==> src/rtl/nrisc_ula_pkg.sv <==
// nrisc ULA shared definitions.
// Opcode encodings and flag bit positions.
package nrisc_ula_pkg;

  localparam logic [3:0] OP_ADD = 4'b0000;
  localparam logic [3:0] OP_SUB = 4'b0001;
  localparam logic [3:0] OP_AND = 4'b0010;
  localparam logic [3:0] OP_OR  = 4'b0011;
  localparam logic [3:0] OP_XOR = 4'b0100;
  localparam logic [3:0] OP_SHR = 4'b0101;
  localparam logic [3:0] OP_SHL = 4'b0110;
  localparam logic [3:0] OP_NOT = 4'b0111;
  localparam logic [3:0] OP_RTR = 4'b1101;
  localparam logic [3:0] OP_RTL = 4'b1110;

  localparam int FLAG_N = 2;
  localparam int FLAG_Z = 1;
  localparam int FLAG_C = 0;

  typedef logic [2:0] flags_t;

endpackage

==> src/rtl/nrisc_ula_core.sv <==
// nrisc ULA combinational datapath.
// Produces result, {N,Z,C} flags and illegal-opcode error.
module nrisc_ula_core
  import nrisc_ula_pkg::*;
#(
  parameter int TAM = 16
) (
  input  logic [3:0]     ctrl,
  input  logic [TAM-1:0] a,
  input  logic [TAM-1:0] b,
  input  logic           incdec,
  output logic [TAM-1:0] out,
  output flags_t         flags,
  output logic           err
);

  logic [TAM-1:0] opb;
  logic [TAM:0]   sum_s;
  logic [TAM:0]   dif_s;
  logic [TAM:0]   sum_u;
  logic           borrow;
  logic           n;
  logic           c;

  // incdec only matters for ADD/SUB, the only users of opb
  assign opb    = incdec ? TAM'(1) : b;
  assign sum_s  = {a[TAM-1], a} + {opb[TAM-1], opb};
  assign dif_s  = {a[TAM-1], a} - {opb[TAM-1], opb};
  assign sum_u  = {1'b0, a} + {1'b0, opb};
  assign borrow = a < opb;

  // opcode decode and result/flag selection
  always_comb begin
    out = '0;
    n   = 1'b0;
    c   = 1'b0;
    err = 1'b0;
    unique case (ctrl)
      OP_ADD: begin
        out = sum_s[TAM-1:0];
        n   = sum_s[TAM];
        c   = sum_u[TAM];
      end
      OP_SUB: begin
        out = dif_s[TAM-1:0];
        n   = dif_s[TAM];
        c   = borrow;
      end
      OP_AND: out = a & b;
      OP_OR:  out = a | b;
      OP_XOR: out = a ^ b;
      OP_SHR: begin
        out = {a[TAM-1], a[TAM-1:1]};
        c   = a[0];
      end
      OP_RTR: out = {a[0], a[TAM-1:1]};
      OP_SHL: begin
        out = {a[TAM-2:0], 1'b0};
        c   = a[TAM-1];
      end
      OP_RTL: out = {a[TAM-2:0], a[TAM-1]};
      OP_NOT: out = ~a;
      default: err = 1'b1;
    endcase
  end

  // Z is suppressed for illegal opcodes so their flags stay 000
  always_comb begin
    flags         = '0;
    flags[FLAG_N] = n;
    flags[FLAG_Z] = (out == '0) && !err;
    flags[FLAG_C] = c;
  end

endmodule

==> src/rtl/nrisc_ula_unit.sv <==
// nrisc ULA unit: compute core plus 2-entry response FIFO.
// flags_q tracks flags of accepted non-error responses.
module nrisc_ula_unit
  import nrisc_ula_pkg::*;
#(
  parameter int TAM = 16
) (
  input  logic           clk,
  input  logic           rst,
  input  logic           req_valid,
  output logic           req_ready,
  input  logic [3:0]     req_ctrl,
  input  logic [TAM-1:0] req_a,
  input  logic [TAM-1:0] req_b,
  input  logic           req_incdec,
  output logic           rsp_valid,
  input  logic           rsp_ready,
  output logic [TAM-1:0] rsp_out,
  output logic [2:0]     rsp_flags,
  output logic           rsp_err,
  output logic [2:0]     flags_q
);

  logic [TAM-1:0] c_out;
  flags_t         c_flags;
  logic           c_err;

  logic [TAM-1:0] mem_out   [2];
  flags_t         mem_flags [2];
  logic           mem_err   [2];
  logic           wr_ptr;
  logic           rd_ptr;
  logic [1:0]     count;
  logic           push;
  logic           pop;

  nrisc_ula_core #(
    .TAM (TAM)
  ) u_core (
    .ctrl   (req_ctrl),
    .a      (req_a),
    .b      (req_b),
    .incdec (req_incdec),
    .out    (c_out),
    .flags  (c_flags),
    .err    (c_err)
  );

  assign req_ready = count < 2'd2;
  assign rsp_valid = count != 2'd0;
  assign push      = req_valid && req_ready;
  assign pop       = rsp_valid && rsp_ready;

  assign rsp_out   = rsp_valid ? mem_out[rd_ptr]   : '0;
  assign rsp_flags = rsp_valid ? mem_flags[rd_ptr] : '0;
  assign rsp_err   = rsp_valid && mem_err[rd_ptr];

  // FIFO storage; contents are don't-care while count says empty
  always_ff @(posedge clk) begin
    if (push && !rst) begin
      mem_out[wr_ptr]   <= c_out;
      mem_flags[wr_ptr] <= c_flags;
      mem_err[wr_ptr]   <= c_err;
    end
  end

  // pointers, occupancy and architectural flag register
  always_ff @(posedge clk) begin
    if (rst) begin
      wr_ptr  <= 1'b0;
      rd_ptr  <= 1'b0;
      count   <= 2'd0;
      flags_q <= 3'b000;
    end else begin
      if (push) wr_ptr <= ~wr_ptr;
      if (pop) begin
        rd_ptr <= ~rd_ptr;
        if (!mem_err[rd_ptr]) flags_q <= mem_flags[rd_ptr];
      end
      count <= count + {1'b0, push} - {1'b0, pop};
    end
  end

endmodule

==> config.mk <==
export PLATFORM = sky130hd
export DESIGN_NAME = nrisc_ula_unit
export DESIGN_NICKNAME = d
export VERILOG_FILES = /design/src/rtl/nrisc_ula_pkg.sv /design/src/rtl/nrisc_ula_core.sv /design/src/rtl/nrisc_ula_unit.sv
export SDC_FILE = /design/constraint.sdc
export NUM_CORES = 1
export LEC_CHECK = 0
export ABC_CLOCK_PERIOD_IN_PS = 4100
export BUFFER_PORTS_ARGS = -buffer_cell sky130_fd_sc_hd__buf_2
export CAP_MARGIN = 20
export CORE_MARGIN = 1
export CORE_UTILIZATION = 60
export CTS_BUF_LIST = sky130_fd_sc_hd__clkbuf_4 sky130_fd_sc_hd__clkbuf_8
export CTS_CLUSTER_SIZE = 40
export DETAILED_ROUTE_END_ITERATION = 8
export GPL_TIMING_DRIVEN = 1
export HOLD_SLACK_MARGIN = 0.05
export PLACE_DENSITY = 0.81
export SLEW_MARGIN = 20
export SYNTH_ARGS = -nofsm -noshare
export SYNTH_HDL_FRONTEND = slang
export SYNTH_SLANG_ARGS = --single-unit
==> constraint.sdc <==
create_clock -name clk -period 4.1 [get_ports clk]
set_input_delay 0.205 -clock clk [delete_from_list [all_inputs] [get_ports clk]]
set_output_delay 0.205 -clock clk [all_outputs]
set_load 0.02 [all_outputs]
==> results.cfg, run 1 <==
[critical_path]
family_with_the_most_delay_on_the_worst_path = simple AND/OR/NAND/NOR gates
worst_r2r_path_depth = 11
critical_path.n_buffers_inverters = 1
reg2reg_from = count[1]$_SDFF_PP0_
worstPathArrival_ps = 3790
critical_path_class = input port to register
slowest_delay_ps = 530
critical_path_endpoint_category = register
crit_path_max_fanout = 16
crit_path_top_delay_cell = or4_1
crit_path_frequent_cell = nor4_2
crit_path_cell_trace = buf_2 > or2_2 > ha_1 > fa_1 > nand2b_1 > o2bb2ai_1 > xnor2_1 > a221o_1 > a2111o_1 > nor4_2 > nand4_1 > or4_1 > nor4_2
r2r_setup_slack_ps = 2240
rr_endpoint = count[1]$_SDFF_PP0_
cp_data_required_time_ps = 4200
cp-start-kind = input port

[synth]
synth_top_cell_by_area = edfxtp_1
postSynth.asyncResetShare_pct = 0
synth-edff-count = 40
post_synth_num_cell_types = 71
syn_area_per_cell_um2 = 8.36
mappedNetlistNets = 754
synth_top_cells_by_area = edfxtp_1 (22%), ha_1 (17%), nor2_1 (5.2%)
fraction_of_the_yosys_area_taken_by_sequential_cells_pct = 25.4
yosysTopAreaCellShare_pct = 22.5
yosys_warnings = 0
syn-instance-count = 640
synth.ff_latch_count = 48
syn_area_um2 = 5350
ys_dominant_reg_cell = edfxtp_1
leading_cell_type_by_number_of_instances_after_synthesis = nor2_1
synth_commonest_cells = nor2_1 (74), ha_1 (71), inv_1 (71)

[routing]
drc_errors = 0
drt-pass1-iter-count = 5
detailedRoute.firstIterationViolations = 451
topRoutingLayerUsed = met4
route.antenna.remaining_nets = 0
route.met3.wl_um = 1370
routed_length_on_met2_um = 7400
wl_met1_um = 6640
postRouteWirelength_um = 15700
wire_per_inst_um = 19.6
vias_per_cell = 6.44
vias = 5165

[power]
power_frac_seq_pct = 34.0
power_frac_clock_pct = 20.5
cellInternalPower_mw = 1.19
pwr_density_cell_nw_per_um2 = 330
switchingPower_mw = 0.762
comb_power_share_pct = 45.5
swShare_pct = 39.0
vdd_ir_drop_max_uv = 210
static-leakage-power_nw = 2.65

[flow_run]
max_cap_viol_count = 0

[clock_network]
clock-sinks = 48
cts_repair_resize_count = 0
worst_skew_pair.late_latency_ps = 290
cts_max_level = 2
number_of_post_cts_setup_repair_buffers = 0
numCtsBuffers = 5
cts-root-buf = clkbuf_8
clock_transition_time_at_the_flip_flop_clock_pins_of_the_worst_setup_and_hold_paths_ps = 90
clock_path_buffers = 2
tritoncts_clock_tree = yes
cts-hold-fix-buffers = 0

[hold_path]
holdCritStartpoint = rst
min_path_type = input port to register
hold_depth = 2
min_to = wr_ptr$_SDFFE_PP0P_

[global_route]
grt_pass1_wl_um = 24000
number_of_antenna_violations_at_the_first_check_in_global_routing = 0
grt_pass1_vias = 4701
grt_util_all_layers_pct = 34.1
grt_max_degree = 34
overflow = 0

[sta]
report.final.setup_viol = 0
unrepaired_setup_endpoints_after_global_routing = no
layout_worst_path_cycle_share_pct = 90.0
fin_worst_skew_ps = 6.78
tightestPinTransition_ps = 796
timing.final.max_slew_violations = 0
max_slew_margin_pct = 46.8
hold_viol = 0
final_period_minus_worst_setup_slack_ps = 3690
setup_total_negative_slack_ps = 0
peak_clock_frequency_supported_by_timing_mhz = 271

[layout]
num-nets-final = 807
fillers = 740
insertedDiodeCount = 0
drive_above_1_share_pct = 14.7
syn2layout_area_growth_pct = 10.5
finalCoreUtilization_pct = 68.1

[place]
globalplace.congestion = 0.985
detailed_place_hpwl_um = 12100
place.port_buffers = 65

[die]
design.portCount = 66
die_height_um = 96.4
placement_rows = 34
coreArea_um2 = 8680
dieArea_um2 = 9300
die_w_um = 96.4
start_util_pct = 61.6

[status]
result_of_the_run = finished clean
==> sequential cells by signal, summed over array words and instances (netlist names), named ones only <==
name       flops
flags_q        3
wr_ptr         1
mem_out       32
count          2
mem_err        2
mem_flags      6
rd_ptr         1
==> metal layers <==
layer / up-vias / GRT usage, %
met1: 2432 / 45.8
met3: 28 / 4.93
li1: 2429 / -
met5: - / 0
met4: 0 / 10.0
met2: 276 / 57.0
==> logic make-up (layout without fill, tap and decap cells) <==
family	Yosys count	after routing	share of synthesized area, %
fa+ha+maj	73	73	17.4
compound gates	173	173	23.1
flops	48	48	25.4
xor+xnor	14	14	2.29
buf+inv	103	157	7.76
simple gates	202	202	19.0
mux	27	27	5.07
==> final cells by class <==
cell class / count / area (um^2) / area share (%)
clock inverter: 2 / 60.1 / 1.02
multi-input combinational: 489 / 3590 / 60.7
timing repair buffer: 78 / 423 / 7.15
inverter: 71 / 267 / 4.51
sequential: 48 / 1360 / 23.0
clock buffer: 6 / 76.3 / 1.29
tap: 108 / 135 / 2.29
==> how the worst max path moves through the flow <==
stage          cells past startpoint        from                        end
2_1_floorplan                     13  req_incdec  mem_flags[0][1]$_DFFE_PP_
3_3_place_gp                      13  req_incdec  mem_flags[0][1]$_DFFE_PP_
3_5_place_dp                      13  req_incdec  mem_flags[1][1]$_DFFE_PP_
4_1_cts                           13  req_incdec  mem_flags[0][1]$_DFFE_PP_
5_1_grt                           14  req_incdec  mem_flags[0][1]$_DFFE_PP_
6_report                          13  req_incdec  mem_flags[0][1]$_DFFE_PP_
==> through the flow <==
step	instances	instance area [um^2]	total power, mW	setup WS, ps	hold slack, ps
after global placement	794	5780	1.52	310	481
after global routing	802	5910	2.08	270	226
after detailed placement	794	5780	1.55	206	490
final	802	5910	1.95	409	222
after floorplan	640	5350	1.28	657	446
after CTS	802	5910	1.95	454	219
==> power groups by stage <==
stage | Combinational, mW | Clock, mW | Sequential (mW)
floorplan | 0.634 | 0 | 0.642
global placement | 0.853 | 0 | 0.667
detailed placement | 0.876 | 0 | 0.673
CTS | 0.881 | 0.407 | 0.663
global route | 0.979 | 0.428 | 0.673
finish | 0.888 | 0.401 | 0.662
==> layout by cell type, fill, tap and decap left out, types with 9 or more instances in the layout <==
cell and count:
nand2_1 32, nor2b_1 12, nand2b_1 26, edfxtp_1 40, buf_4 13, inv_1 71, mux2i_1 26, o22ai_1 11
a211oi_1 10, nor3_1 15, ha_1 71, nor2_1 74, buf_2 65, a22oi_1 9, o21ai_0 27, a21oi_1 31
No activity file was read; power rests on OpenSTA's default activity.
==> run 2: changes to the inputs <==
--- a/config.mk
+++ b/config.mk
@@ -16,6 +16,7 @@
 export GPL_TIMING_DRIVEN = 1
 export HOLD_SLACK_MARGIN = 0.05
 export PLACE_DENSITY = 0.81
+export RECOVER_POWER = 25
 export SLEW_MARGIN = 20
 export SYNTH_ARGS = -nofsm -noshare
 export SYNTH_HDL_FRONTEND = slang
==> results.cfg, run 2 (synthesized netlist as in run 1, its figures left out) <==
[routing]
drt-pass1-iter-count = 5
postRouteWirelength_um = 15700
drc_errors = 0
vias = 5180
route.antenna.remaining_nets = 0
vias_per_cell = 6.46
wire_per_inst_um = 19.6
detailedRoute.firstIterationViolations = 457

[power]
pwr_density_cell_nw_per_um2 = 330
vdd_ir_drop_max_uv = 210
static-leakage-power_nw = 2.63

[sta]
layout_worst_path_cycle_share_pct = 89.9
setup_total_negative_slack_ps = 0
hold_viol = 0
timing.final.max_slew_violations = 0
tightestPinTransition_ps = 1120
fin_worst_skew_ps = 7.07
peak_clock_frequency_supported_by_timing_mhz = 271
unrepaired_setup_endpoints_after_global_routing = no
report.final.setup_viol = 0
final_period_minus_worst_setup_slack_ps = 3690
max_slew_margin_pct = 25.6

[die]
start_util_pct = 61.6
placement_rows = 34
dieArea_um2 = 9300
die_w_um = 96.4
design.portCount = 66
coreArea_um2 = 8680
die_height_um = 96.4

[place]
place.port_buffers = 65
dpl-instance-area_um2 = 5780
detailed_place_hpwl_um = 12100
globalplace.congestion = 0.985

[hold_path]
min_path_type = input port to register

[clock_network]
worst_skew_pair.late_latency_ps = 290
number_of_post_cts_setup_repair_buffers = 0
cts-root-buf = clkbuf_8
cts_repair_resize_count = 0
tritoncts_clock_tree = yes
numCtsBuffers = 5
clock-sinks = 48
cts_max_level = 2
cts-hold-fix-buffers = 0
clock_transition_time_at_the_flip_flop_clock_pins_of_the_worst_setup_and_hold_paths_ps = 90
clock_path_buffers = 2

[critical_path]
crit_path_top_delay_cell = or4_1
critical_path_class = input port to register
slowest_delay_ps = 530
crit_path_max_fanout = 16
critical_path.n_buffers_inverters = 1
cp-start-kind = input port
worstPathArrival_ps = 3780
crit_path_cell_trace = buf_2 > or2_2 > ha_1 > fa_1 > nand2b_1 > o2bb2ai_1 > xnor2_1 > a221o_1 > a2111o_1 > nor4_2 > nand4_1 > or4_1 > nor4_2
critical_path_endpoint_category = register
crit_path_frequent_cell = nor4_2
cp_data_required_time_ps = 4200
family_with_the_most_delay_on_the_worst_path = simple AND/OR/NAND/NOR gates

[global_route]
grt_pass1_wl_um = 24000
overflow = 0
number_of_antenna_violations_at_the_first_check_in_global_routing = 0
grt_max_degree = 34
grt_util_all_layers_pct = 34.1
grt_pass1_vias = 4701

[layout]
final_design_area_no_fill_um2 = 5900
mostFrequentLayoutCell = nor2_1
largest-register = mem_out
insertedDiodeCount = 0
fillers = 746
syn2layout_area_growth_pct = 10.2
seqCellArea_um2 = 1360
largest_register_ff_count = 32
layout_common_cells = nor2_1 (74), inv_1 (71), ha_1 (71)
reg.largest.list = mem_out: 32 flops, mem_flags: 6 flops, flags_q: 3 flops
num-nets-final = 807
drive_above_1_share_pct = 13.7
multiInputGateArea_um2 = 3590

[status]
result_of_the_run = finished clean

[flow_run]
max_cap_viol_count = 0
## run 2: cell types whose count changed in the layout (fill, tap and decap cells not counted), sizes merged
cell and delta:
clkbuf +7, buf -7
## run 2: power breakdown
| group | internal [mW] | switching, mW |
|---|---|---|
| registers | 0.607 | 0.0563 |
| logic | 0.324 | 0.555 |
| clock network | 0.250 | 0.151 |
| total | 1.18 | 0.762 |
## run 2: final timing paths
kind | to | cells past startpoint | slack, ps | from
min reg2reg | flags_q[2]$_SDFFE_PP0P_ | 2 | 500 | flags_q[2]$_SDFFE_PP0P_
max reg2reg | count[1]$_SDFF_PP0_ | 11 | 1720 | count[1]$_SDFF_PP0_
min | wr_ptr$_SDFFE_PP0P_ | 2 | 220 | rst
max | mem_flags[0][1]$_DFFE_PP_ | 13 | 410 | req_incdec
## run 2: metal layers
metal	share of wire (%)	vias up	global-route usage [%]
met3	8.6	32	4.93
li1	-	2429	-
met2	47	294	57.0
met4	1.9	0	10.0
met1	42	2425	45.8
met5	0	-	0
## run 2: layout make-up
cell class	instances	share of cell area (%)
Clock buffer	6	1.29
Tap cell	108	2.29
Clock inverter	2	1.02
Sequential cell	48	23.1
Inverter	71	4.52
Timing Repair Buffer	78	6.90
Multi-Input combinational cell	489	60.9
## run 2: metrics by stage
stage,instances,power [mW],setup WS (ps),utilization (%),hold WS [ps]
after floorplan,640,1.28,657,-,446
after CTS,802,1.95,454,68.1,219
after global routing,802,2.07,270,67.9,226
after global placement,794,1.52,310,66.6,481
after detailed placement,794,1.55,206,66.6,490
final,802,1.94,413,67.9,221
==> run 3: changes to the inputs <==
--- a/config.mk
+++ b/config.mk
@@ -20,4 +20,5 @@
 export SLEW_MARGIN = 20
 export SYNTH_ARGS = -nofsm -noshare
 export SYNTH_HDL_FRONTEND = slang
+export SYNTH_HIERARCHICAL = 1
 export SYNTH_SLANG_ARGS = --single-unit
==> results.cfg, run 3 <==
[status]
result_of_the_run = finished clean

[hold_path]
min_path_type = input port to register
holdCritStartpoint = rst
hold_depth = 2

[critical_path]
worst_r2r_path_depth = 3
critical_path_endpoint_category = register
cp_data_required_time_ps = 4200
cp-start-kind = input port
crit_path_max_fanout = 2
critical_path_class = input port to register
worstPathArrival_ps = 3940
rr_endpoint = flags_q[2]$_SDFFE_PP0P_
r2r_setup_slack_ps = 2110

[layout]
largest_register_ff_count = 32
syn2layout_area_growth_pct = 15.5
reg.largest.list = mem_out: 32 flops, mem_flags: 6 flops, flags_q: 3 flops
mostFrequentLayoutCell = ha_1
finalCoreUtilization_pct = 72.7
insertedDiodeCount = 0
layout_common_cells = ha_1 (71), inv_1 (66), nor2_1 (63)
num-nets-final = 824
largest-register = mem_out
drive_above_1_share_pct = 18.7

[power]
pwr_density_cell_nw_per_um2 = 300
switchingPower_mw = 0.672
power_frac_clock_pct = 21.8
vdd_ir_drop_max_uv = 178
power_frac_seq_pct = 34.2
comb_power_share_pct = 44.0
swShare_pct = 37.0
cellInternalPower_mw = 1.15
static-leakage-power_nw = 2.77

[synth]
synth_top_family_by_area = compound AO/OA/AOI/OAI gates
ys_dominant_reg_cell = edfxtp_1
fraction_of_the_yosys_area_taken_by_sequential_cells_pct = 25.9
synthSimpleGateAreaFrac_pct = 17.5
post_synth_fa_ha_maj_area_fraction_pct = 17.7
yosys.area_share.xor_xnor_pct = 2.50
synth_top_cell_by_area = edfxtp_1
synth_commonest_cells = ha_1 (71), inv_1 (66), nor2_1 (63)
syn_area_um2 = 5250
synth_compound_gate_area_share_pct = 23.3
synth_top_cells_by_area = edfxtp_1 (23%), ha_1 (17%), inv_1 (4.7%)
synth-edff-count = 40
post_synth_num_cell_types = 73
postSynth.asyncResetShare_pct = 0
leading_cell_type_by_number_of_instances_after_synthesis = ha_1
yosys_warnings = 6
synth.ff_latch_count = 48
syn-instance-count = 627
yosysTopAreaCellShare_pct = 22.9
syn_area_per_cell_um2 = 8.37
mappedNetlistNets = 741
synthMuxAreaShare_pct = 5.13

[global_route]
number_of_antenna_violations_at_the_first_check_in_global_routing = 0
grt_pass1_wl_um = 22200
grt_pass1_vias = 4727
grt_max_degree = 21
grt_util_all_layers_pct = 31.3
overflow = 0

[routing]
detailedRoute.firstIterationViolations = 454
vias = 5111
wire_per_inst_um = 17.4
vias_per_cell = 6.26
drc_errors = 0
postRouteWirelength_um = 14200
drt-pass1-iter-count = 5
route.antenna.remaining_nets = 0

[die]
die_height_um = 95.5
design.portCount = 66
placement_rows = 33
dieArea_um2 = 9120
die_w_um = 95.5
coreArea_um2 = 8340
start_util_pct = 62.9

[clock_network]
clock-sinks = 48
clock_transition_time_at_the_flip_flop_clock_pins_of_the_worst_setup_and_hold_paths_ps = 90
number_of_post_cts_setup_repair_buffers = 0
clock_path_buffers = 2
numCtsBuffers = 5
cts_max_level = 2
tritoncts_clock_tree = yes
worst_skew_pair.late_latency_ps = 290
cts-root-buf = clkbuf_8

[sta]
tightestPinTransition_ps = 1080
hold_viol = 0
layout_worst_path_cycle_share_pct = 93.8
peak_clock_frequency_supported_by_timing_mhz = 260
report.final.setup_viol = 0
max_slew_margin_pct = 27.6
timing.final.max_slew_violations = 0
final_period_minus_worst_setup_slack_ps = 3850
unrepaired_setup_endpoints_after_global_routing = no
final.hold.worst_slack_ps = 245
fin_worst_skew_ps = 6.39

[flow_run]
max_cap_viol_count = 0

[place]
detailed_place_hpwl_um = 11100
place.port_buffers = 65
globalplace.congestion = 0.936
-- run 3: through the flow --
stage	power, mW	cell area [um^2]	worst slack, ps	TNS (ps)	std cells
global route	1.93	6060	124	0	816
detailed placement	1.41	5890	-213	-426	808
CTS	1.81	6020	81.3	0	816
global placement	1.39	5890	-93.9	-188	808
floorplan	1.16	5250	36.0	0	627
finish	1.82	6060	254	0	816
-- run 3: routing by layer --
metal  up-vias  routed length (um)  GRT usage (%)
li1       2435                   -              -
met1      2383                6010           39.8
met2       257                6760           53.8
met3        36                 958           2.63
met4         0                 435           13.9
met5         -                   0              0
-- run 3: cell type report --
class	instances	area, um^2
multi-input combinational	479	3540
fill	651	2280
sequential	48	1360
timing repair buffer	108	638
inverter	68	255
tap	105	131
clock buffer	5	68.8
clock inverter	3	68.8
-- run 3: how the worst max path moves through the flow --
stage	to	startpoint	slack [ps]
after floorplan	mem_flags[0][1]$_DFFE_PP_	req_incdec	40
after global placement	mem_flags[0][1]$_DFFE_PP_	req_incdec	-90
after detailed placement	mem_flags[1][1]$_DFFE_PP_	req_incdec	-210
after CTS	mem_flags[1][1]$_DFFE_PP_	req_incdec	80
after global routing	mem_flags[1][1]$_DFFE_PP_	req_incdec	120
final	mem_flags[1][1]$_DFFE_PP_	req_incdec	250
-- run 3: cell families (layout without fill, tap and decap cells) --
logic type	after synthesis	count (layout)
adder cells (fa/ha/maj)	73	73
flip-flops	48	48
AND/OR/NAND/NOR	189	189
XOR/XNOR	15	15
AO/OA/AOI/OAI	177	177
buffers and inverters	100	184
multiplexers	25	25
-- run 3: power groups by stage --
stage | clock, mW | combinational [mW] | sequential [mW]
after floorplan | 0 | 0.545 | 0.612
after global placement | 0 | 0.760 | 0.631
after detailed placement | 0 | 0.780 | 0.634
after global routing | 0.422 | 0.878 | 0.629
final | 0.397 | 0.799 | 0.622
after CTS | 0.403 | 0.785 | 0.623
-- run 3: what timing repair did --
| item | 4_1_cts | 5_1_grt |
|---|---|---|
| hold buffers | 0 | 0 |
| gates resized for setup | 0 | 8 |
| hold endpoints to repair | 0 | 0 |
| setup endpoints to repair | 0 | 2 |
-- run 3: critical path, stage by stage --
cell       delay, ps
buf_2            100
or2_2            310
ha_1             220
inv_1             70
fa_1             390
mux4_1           520
a32o_1           230
or4_1            520
or4_4            440
nor4_2           200
or4b_4           500
a2111oi_4        230
